**config.mk**
```make
export PLATFORM = sky130hd
export DESIGN_NAME = arb_out_fifo
export DESIGN_NICKNAME = d
export VERILOG_FILES = /design/src/rtl/arb_pkg.sv /design/src/rtl/arb_out_fifo.sv
export SDC_FILE = /design/constraint.sdc
export NUM_CORES = 1
export LEC_CHECK = 0
export CAP_MARGIN = 10
export CORE_AREA = 2 2 104 106
export CTS_CLUSTER_SIZE = 14
export DETAILED_ROUTE_END_ITERATION = 16
export DIE_AREA = 0 0 106 108
export SLEW_MARGIN = 20
export SYNTH_ARGS = -nofsm -noshare
export SYNTH_HDL_FRONTEND = slang
export SYNTH_SLANG_ARGS = --single-unit
```
**constraint.sdc**
```tcl
create_clock -name aclk -period 2.95 [get_ports aclk]
set_clock_uncertainty 0.05 [all_clocks]
set_input_delay 0.4425 -clock aclk [delete_from_list [all_inputs] [get_ports aclk]]
set_output_delay 0.4425 -clock aclk [all_outputs]
set_load 0.02 [all_outputs]
```
**src/rtl/arb_pkg.sv**
```systemverilog
// Shared definitions for the arbiter output path.
// Contents:
//   ARB_DATA_WIDTH - default payload width for arbiter-path blocks.
//   ptr_width()    - pointer width for a power-of-two queue.
//                    The result is index bits plus one wrap bit.
package arb_pkg;

    localparam int unsigned ARB_DATA_WIDTH = 16;

    // Extra MSB lets equal indices be told apart as full or empty.
    function automatic int unsigned ptr_width(input int unsigned depth);
        return $clog2(depth) + 1;
    endfunction

endpackage

```
**src/rtl/arb_out_fifo.sv**
```systemverilog
// First-word fall-through output FIFO that sits behind the arbiter.
// Ports:
//   aclk, areset        - clock; synchronous active-high reset.
//   prev_valid_i/_ready_o/_data_i - upstream (arbiter) handshake and payload.
//   next_valid_o/_ready_i/_data_o - downstream handshake and head payload.
//   count_o             - occupancy, 0..DEPTH.
//   full_o, empty_o     - occupancy == DEPTH / == 0.
// Every status output comes from registered pointers only.
// prev_ready_o therefore never sees next_ready_i, so a full FIFO cannot pass a word through.
module arb_out_fifo
    import arb_pkg::*;
#(
    parameter int unsigned DATA_WIDTH = ARB_DATA_WIDTH,
    parameter int unsigned DEPTH      = 4
) (
    input  logic                     aclk,
    input  logic                     areset,
    input  logic                     prev_valid_i,
    output logic                     prev_ready_o,
    input  logic [DATA_WIDTH-1:0]    prev_data_i,
    output logic                     next_valid_o,
    input  logic                     next_ready_i,
    output logic [DATA_WIDTH-1:0]    next_data_o,
    output logic [$clog2(DEPTH):0]   count_o,
    output logic                     full_o,
    output logic                     empty_o
);

    localparam int unsigned PtrW = ptr_width(DEPTH);
    localparam int unsigned IdxW = PtrW - 1;

    logic [PtrW-1:0]       wr_ptr_q, wr_ptr_d;
    logic [PtrW-1:0]       rd_ptr_q, rd_ptr_d;
    logic [DATA_WIDTH-1:0] mem_q [DEPTH];
    logic [IdxW-1:0]       wr_idx, rd_idx;
    logic                  push, pop;

    assign wr_idx = wr_ptr_q[IdxW-1:0];
    assign rd_idx = rd_ptr_q[IdxW-1:0];

    // Indices equal with wrap bits differing means the writer has lapped the reader.
    assign full_o  = (wr_ptr_q[IdxW] != rd_ptr_q[IdxW]) && (wr_idx == rd_idx);
    assign empty_o = (wr_ptr_q == rd_ptr_q);
    assign count_o = wr_ptr_q - rd_ptr_q;

    assign prev_ready_o = !full_o;
    assign next_valid_o = !empty_o;
    assign next_data_o  = empty_o ? '0 : mem_q[rd_idx];

    assign push = prev_valid_i && prev_ready_o;
    assign pop  = next_valid_o && next_ready_i;

    always_comb begin
        wr_ptr_d = wr_ptr_q;
        rd_ptr_d = rd_ptr_q;
        if (push) begin
            wr_ptr_d = wr_ptr_q + PtrW'(1);
        end
        if (pop) begin
            rd_ptr_d = rd_ptr_q + PtrW'(1);
        end
    end

    always_ff @(posedge aclk) begin
        if (areset) begin
            wr_ptr_q <= '0;
            rd_ptr_q <= '0;
        end else begin
            wr_ptr_q <= wr_ptr_d;
            rd_ptr_q <= rd_ptr_d;
        end
    end

    // Storage has no reset; the reset pointers hide any stale contents.
    always_ff @(posedge aclk) begin
        if (push && !areset) begin
            mem_q[wr_idx] <= prev_data_i;
        end
    end

endmodule

```
==> out/summary.txt, run 1 <==
======================================================================================
Number of unique standard cell types used by synthesis ..................           31
Number of flip-flops and latches in the synthesized netlist .............           72
Number of violations of the max-capacitance limit .......................            0
Fin crit period .........................................................      2.80 ns
Wire length reported by the detailed router .............................      5810 µm
Top fanout value on the critical path ...................................           11
First-pass GRT wire length ..............................................      9140 µm
Clk root buf ............................................................ sky130_fd_sc_hd__clkbuf_8
Final weighted congestion in routability-driven placement ...............        0.739
Antenna violations before repair ........................................            0
Worst setup SP type .....................................................     register
Remaining global-route overflow .........................................            0
Critical Path RT ........................................................      2.46 ns
Worst max-slew margin expressed relative to the limit ...................        69.2%
Critical path cell sequence ............................................. inv_1 > ha_1 > nand2_1 > nor2_2 > buf_4 > and2b_1 > clkdlybuf4s50_1
Async set-reset flop share out of synthesis .............................           0%
Worst Setup End Kind ....................................................  output port
Detail Placement HPWL ...................................................      4080 µm
Remaining design rule violation count ...................................            0
Critical Setup Path Class ............................................... register to output port
Mean routed wirelength per cell .........................................      15.7 µm
Vias after detailed routing .............................................         1684
Deepest clock path buffer count .........................................            2
Sequential element share of the synthesized area ........................        68.3%
Count of routing violations after the opening detailed-route iteration ..          113
H-tree depth ............................................................            3
CP arrival ..............................................................      2.31 ns
Pin count of the biggest net entering global routing ....................           17
Post-synth top area share ...............................................        63.0%
PnR worst setup slack ...................................................     0.147 ns
Primary FF master, synth ................................................ sky130_fd_sc_hd__edfxtp_1
Die width ...............................................................       106 µm
Cell with the largest stage delay on the worst path ..................... sky130_fd_sc_hd__clkdlybuf4s50_1
Total routing resource utilization after global routing .................        10.8%
Number of buffers and inverters on the critical path ....................            3
Total setup violations reported at the end of the flow ..................            0
Setup slack at placement ................................................     0.407 ns
Count leader, synth ..................................................... sky130_fd_sc_hd__edfxtp_1
Number of placed cells counting well taps ...............................          354
Most numerous cell types in the synthesized netlist ..................... sky130_fd_sc_hd__edfxtp_1, sky130_fd_sc_hd__nor2b_1, sky130_fd_sc_hd__mux4_2
IR Drop Worst-Case VDD ..................................................       357 µV
Syn Std Cell Area .......................................................     3050 µm²
Per-instance average area after synthesis ...............................     17.8 µm²
Top cells by area, synth ................................................ sky130_fd_sc_hd__edfxtp_1, sky130_fd_sc_hd__mux4_2, sky130_fd_sc_hd__dfxtp_1, sky130_fd_sc_hd__mux4_1, sky130_fd_sc_hd__ha_1
Via count of the first global-routing pass ..............................         1761
TritonCTS clock tree ....................................................         done
Number of vias per cell after detailed routing ..........................         4.55
Gate Count Post-Synth ...................................................          171
Power density cells .....................................................  1010 nW/µm²
Number of standard cells in the layout, taps in and fillers out .........          370
Effective utilization at floorplan ......................................        29.8%
Core Box Area ...........................................................    10200 µm²
Area of the die .........................................................    11400 µm²
Clock insertion delay at the later pin of the skew report ...............      0.34 ns
Maximum clock frequency .................................................      357 MHz
Final critical-path share of the clock period ...........................        95.0%
Peak per-stage delay on the critical path ...............................      0.53 ns
Height of the die .......................................................       108 µm
CP top delay family ..................................................... buffers and inverters
Number of nets in the layout ............................................          257
Fraction of final layout cells sized beyond drive strength 1 ............        17.9%
Site Rows ...............................................................           37
Net count of the mapped netlist .........................................          199
Fin Hold WS .............................................................     0.504 ns
PortBufs ................................................................           42
Cell taking the most area after synthesis ............................... sky130_fd_sc_hd__edfxtp_1
Sinks on the clock net ..................................................           72
Clock slew at the register clock pins of the worst setup and hold paths .      0.07 ns
Number of warnings reported in the yosys synthesis log ..................            0
EDFF count, synth .......................................................           64
Synth-to-layout area growth .............................................        27.5%
Io pins .................................................................           43
Result of the run .......................................................    completed
Number of pins exceeding their max-slew limit in the final report .......            0
Worst hold path type .................................................... register to register
DRT antenna net count ...................................................            0
Slew at the pin closest to its max-slew limit ...........................     0.458 ns
Count of endpoints failing hold in the final timing report ..............            0
Antenna diodes ..........................................................            0
Detailed Routing Iterations Pass 1 ......................................            4
Post-CTS setup buffer count .............................................            0
Clock buffer count from CTS .............................................            9
Unrepaired setup endpoints after global routing .........................        false
LEAKAGE .................................................................      1.31 nW
Final TNS setup .........................................................         0 ns
======================================================================================
flip-flops by register name, indices dropped and copies added, names as in the netlist, named ones only:
register  flops
mem_q        64
rd_ptr_q      3
wr_ptr_q      3
cells in the final DEF, fill, tap and decap left out, types with 4 or more instances in the layout:
master                            count
sky130_fd_sc_hd__a31oi_1              4
sky130_fd_sc_hd__and3_1               4
sky130_fd_sc_hd__buf_4               12
sky130_fd_sc_hd__clkbuf_8             9
sky130_fd_sc_hd__clkdlybuf4s50_1     42
sky130_fd_sc_hd__dfxtp_1              7
sky130_fd_sc_hd__edfxtp_1            64
sky130_fd_sc_hd__ha_1                 7
sky130_fd_sc_hd__inv_1                7
sky130_fd_sc_hd__mux4_1               4
sky130_fd_sc_hd__mux4_2              12
sky130_fd_sc_hd__nand2_1              8
sky130_fd_sc_hd__nor2b_1             14
sky130_fd_sc_hd__nor3b_1              4
sky130_fd_sc_hd__o311ai_0             5
area by class of cell:
cell class              instances  area [µm²]
repair buffers                 54         510
clock buffers                   9         124
fillers                       943        6340
inverters                       8        30.0
multi-input cells              84         886
clock inverters                 7        86.3
well taps                     136         170
flip-flops and latches         72        2080
logic make-up after synthesis:
logic type / share of synthesized area (%)
buffers and inverters: 2.71
XOR/XNOR: 1.11
AND/OR/NAND/NOR: 8.74
adder cells (fa/ha/maj): 3.53
AO/OA/AOI/OAI: 3.36
multiplexers: 12.3
flip-flops: 68.3
tightest hold or removal path, delay by kind of cell (launching register included):
family | cells | cell delay [ns]
simple gates | 1 | 0.06
compound gates | 1 | 0.10
flops | 1 | 0.35
where the power goes:
group          switching, mW  internal (mW)
combinational          0.951          0.888
clock                  0.352          0.469
sequential            0.0558           1.23
total                   1.36           2.59
repair_timing:
| item | CTS | global route |
|---|---|---|
| gates resized for setup | 0 | 1 |
| endpoints found under the hold margin | 0 | 0 |
| hold buffers | 0 | 0 |
| endpoints found under the setup margin | 0 | 10 |
per-layer routing:
metal | vias to the layer above | share of wire (%) | GRT usage, %
met3 | 9 | 4.4 | 2.77
li1 | 793 | - | -
met2 | 44 | 55 | 19.4
met4 | 0 | 1.7 | 5.08
met5 | - | 0 | 0
met1 | 838 | 39 | 12.0
stage by stage:
stage	utilization (%)	power (mW)	cell area, µm²
6_report	38.0	3.95	3890
2_1_floorplan	-	2.37	3050
3_5_place_dp	36.0	3.18	3680
4_1_cts	38.0	4.00	3890
5_1_grt	38.0	4.17	3890
3_3_place_gp	36.0	3.15	3680
final timing paths:
check	startpoint	endpoint	slack [ns]	depth (start not counted)
max	wr_ptr_q[0]	next_data_o[15]	0.15	7
min	wr_ptr_q[0]	wr_ptr_q[0]	0.50	2
max reg2reg	rd_ptr_q[1]	mem_q[1][9]	0.63	6
min reg2reg	wr_ptr_q[0]	wr_ptr_q[0]	0.50	2
No activity file was read; power rests on OpenSTA's default activity.
==> inputs of run 2 (changes only) <==
--- a/config.mk
+++ b/config.mk
@@ -5,7 +5,6 @@
 export SDC_FILE = /design/constraint.sdc
 export NUM_CORES = 1
 export LEC_CHECK = 0
-export CAP_MARGIN = 10
 export CORE_AREA = 2 2 104 106
 export CTS_CLUSTER_SIZE = 14
 export DETAILED_ROUTE_END_ITERATION = 16
==> constraint.sdc (replaced) <==
create_clock -name aclk -period 2.95 [get_ports aclk]
set_clock_uncertainty 0.05 [all_clocks]
set_input_delay 0.59 -clock aclk [delete_from_list [all_inputs] [get_ports aclk]]
set_output_delay 0.59 -clock aclk [all_outputs]
set_load 0.02 [all_outputs]
==> run 2 against run 1 <==
Net effect:
- register-to-register slack barely moved
- critical path type unchanged
- global-route usage shrank 0.14 points
- design area fell by 0.29%
- critical path depth fell by 2
- largest cell class unchanged
- critical endpoint is now count_o[2]
- worst hold slack improved by 0.0041 ns
==> out/summary.txt, run 2 (synthesis gave the netlist of run 1 again) <==
======================================================================================
Result of the run .......................................................    completed
Sinks on the clock net ..................................................           72   unchanged
Top fanout value on the critical path ...................................            6   -5
Antenna diodes ..........................................................            0   unchanged
First element of the critical path ......................................  wr_ptr_q[0]
Final TNS setup .........................................................         0 ns   unchanged
Setup slack at placement ................................................     0.238 ns   -0.170 ns
LEAKAGE .................................................................      1.44 nW   +9.9%
Final weighted congestion in routability-driven placement ...............        0.786   +6.4%
Most common cell after layout, fill and taps aside ...................... sky130_fd_sc_hd__edfxtp_1
Critical Path RT ........................................................      2.31 ns   -0.15 ns
Post-CTS sizing .........................................................           10   +10
Critical Setup Path Class ............................................... register to output port
PnR worst setup slack ...................................................     0.129 ns   -0.0184 ns
Number of vias per cell after detailed routing ..........................         4.43   -2.7%
Unrepaired setup endpoints after global routing .........................        false
Clock buffer count from CTS .............................................            9   unchanged
Worst setup SP type .....................................................     register
Fin crit period .........................................................      2.82 ns   +0.0184 ns
Remaining global-route overflow .........................................            0   unchanged
Io pins .................................................................           43   unchanged
Critical register-to-register path startpoint ...........................  wr_ptr_q[0]
H-tree depth ............................................................            3   unchanged
Fraction of final layout cells sized beyond drive strength 1 ............        17.7%   -0.20 points
Number of inserted filler cells in the final layout .....................          947   +0.42%
Clock slew at the register clock pins of the worst setup and hold paths .      0.07 ns   about the same
Total routing resource utilization after global routing .................        10.7%   -0.14 points
Power density cells .....................................................   966 nW/µm²   -4.8%
Setup slack of the most critical reg-to-reg path ........................      0.63 ns   about the same
Mean routed wirelength per cell .........................................      15.2 µm   -3.2%
IR Drop Worst-Case VDD ..................................................       439 µV   +23%
Detail Placement HPWL ...................................................      3790 µm   -7.1%
Synth-to-layout area growth .............................................        27.2%
Count of endpoints failing hold in the final timing report ..............            0   unchanged
Slew at the pin closest to its max-slew limit ...........................     0.445 ns   -0.0136 ns
Worst max-slew margin expressed relative to the limit ...................        70.0%   +0.75 points
Number of violations of the max-capacitance limit .......................            0   unchanged
Pin count of the biggest net entering global routing ....................           19   +2
Clk root buf ............................................................ sky130_fd_sc_hd__clkbuf_8
Register ranked first by flip-flop count ................................        mem_q
Height of the die .......................................................       108 µm   unchanged
TritonCTS clock tree ....................................................         done
Via count of the first global-routing pass ..............................         1748   -0.74%
Vias after detailed routing .............................................         1625   -3.5%
Number of pins exceeding their max-slew limit in the final report .......            0   unchanged
Total setup violations reported at the end of the flow ..................            0   unchanged
Remaining design rule violation count ...................................            0   unchanged
Worst Setup End Kind ....................................................  output port
Site Rows ...............................................................           37   unchanged
Number of placed cells counting well taps ...............................          353   -0.28%
Number of nets in the layout ............................................          256   -0.39%
Core Box Area ...........................................................    10200 µm²   unchanged
Area of the die .........................................................    11400 µm²   unchanged
DRT antenna net count ...................................................            0   unchanged
Antenna violations before repair ........................................            0   unchanged
First-pass GRT wire length ..............................................      8940 µm   -2.1%
Highest-count cells in the layout ignoring fill and taps ................ sky130_fd_sc_hd__edfxtp_1, sky130_fd_sc_hd__clkdlybuf4s50_1, sky130_fd_sc_hd__nor2b_1
Detailed Routing Iterations Pass 1 ......................................            4   unchanged
Die width ...............................................................       106 µm   unchanged
Final core area utilization .............................................        37.9%   -0.11 points
CTS Hold Bufs ...........................................................            0   unchanged
Effective utilization at floorplan ......................................        29.8%   unchanged
Clock insertion delay at the later pin of the skew report ...............      0.33 ns   about the same
Worst hold path type .................................................... register to register
Number of standard cells in the layout, taps in and fillers out .........          367   -0.81%
Maximum clock frequency .................................................      354 MHz   -0.65%
Launch point of the worst hold path .....................................  wr_ptr_q[0]
Number of flip-flops under the largest register name ....................           64   unchanged
Count of routing violations after the opening detailed-route iteration ..           74   -35%
Final critical-path share of the clock period ...........................        95.6%   +0.62 points
CP arrival ..............................................................      2.18 ns   -0.13 ns
Post-CTS setup buffer count .............................................            0   unchanged
PortBufs ................................................................           42   unchanged
Largest regs ............................................................ mem_q x64, rd_ptr_q x3, wr_ptr_q x3
Deepest clock path buffer count .........................................            2   unchanged
Wire length reported by the detailed router .............................      5580 µm   -3.9%
======================================================================================
-- run 2: changes by cell type in the layout (fill, tap and decap cells not counted), sizes merged --
cell           previous run  this run
dlymetal6s2s              0         9
buf                      12        11
clkdlybuf4s50            42        25
dlygate4sd2               0         8
clkinv                    6         5
bufinv                    2         1
-- run 2: worst max-delay path, stage by stage (launching register included) --
cell and delay [ns]:
sky130_fd_sc_hd__dfxtp_2 0.38, sky130_fd_sc_hd__inv_1 0.09, sky130_fd_sc_hd__ha_1 0.22, sky130_fd_sc_hd__fa_1 0.39, sky130_fd_sc_hd__xnor2_1 0.16, sky130_fd_sc_hd__clkdlybuf4s50_1 0.62
-- run 2: routing by layer --
layer | vias to the layer above | wire (µm) | global-route usage, % | part of all wire (%)
li1 | 791 | - | - | -
met2 | 36 | 2970 | 19.3 | 53
met3 | 6 | 231 | 2.71 | 4.1
met5 | - | 0 | 0 | 0
met4 | 0 | 78 | 4.79 | 1.4
met1 | 792 | 2300 | 11.9 | 41
-- run 2: stage by stage --
| stage | instance area (µm²) | power (mW) | hold slack (ns) |
|---|---|---|---|
| after CTS | 3850 | 3.84 | 0.533 |
| after global routing | 3880 | 3.98 | 0.572 |
| after detailed placement | 3680 | 3.18 | 0.521 |
| after global placement | 3680 | 3.16 | 0.504 |
| after floorplan | 3050 | 2.37 | 0.482 |
| final | 3880 | 3.75 | 0.509 |
-- run 2: layout make-up --
class / count / area (µm²) / area share [%]
Clock buffer: 9 / 124 / 3.19
Clock inverter: 5 / 50.0 / 1.29
Inverter: 8 / 30.0 / 0.774
Multi-Input combinational cell: 84 / 886 / 22.8
Sequential cell: 72 / 2080 / 53.7
Tap cell: 136 / 170 / 4.39
Timing Repair Buffer: 53 / 536 / 13.8
-- run 2: worst paths after layout --
check | cells after the start | endpoint
worst max-delay path | 5 | count_o[2]
worst min-delay path | 2 | wr_ptr_q[0]
worst max register to register | 7 | mem_q[0][4]
worst min register to register | 2 | wr_ptr_q[0]
-- run 2: where the power goes --
| group | switching [mW] | internal (mW) | total (mW) |
|---|---|---|---|
| registers | 0.0551 | 1.23 | 1.29 |
| clock network | 0.326 | 0.375 | 0.700 |
| logic | 0.939 | 0.821 | 1.76 |
| total | 1.32 | 2.43 | 3.75 |
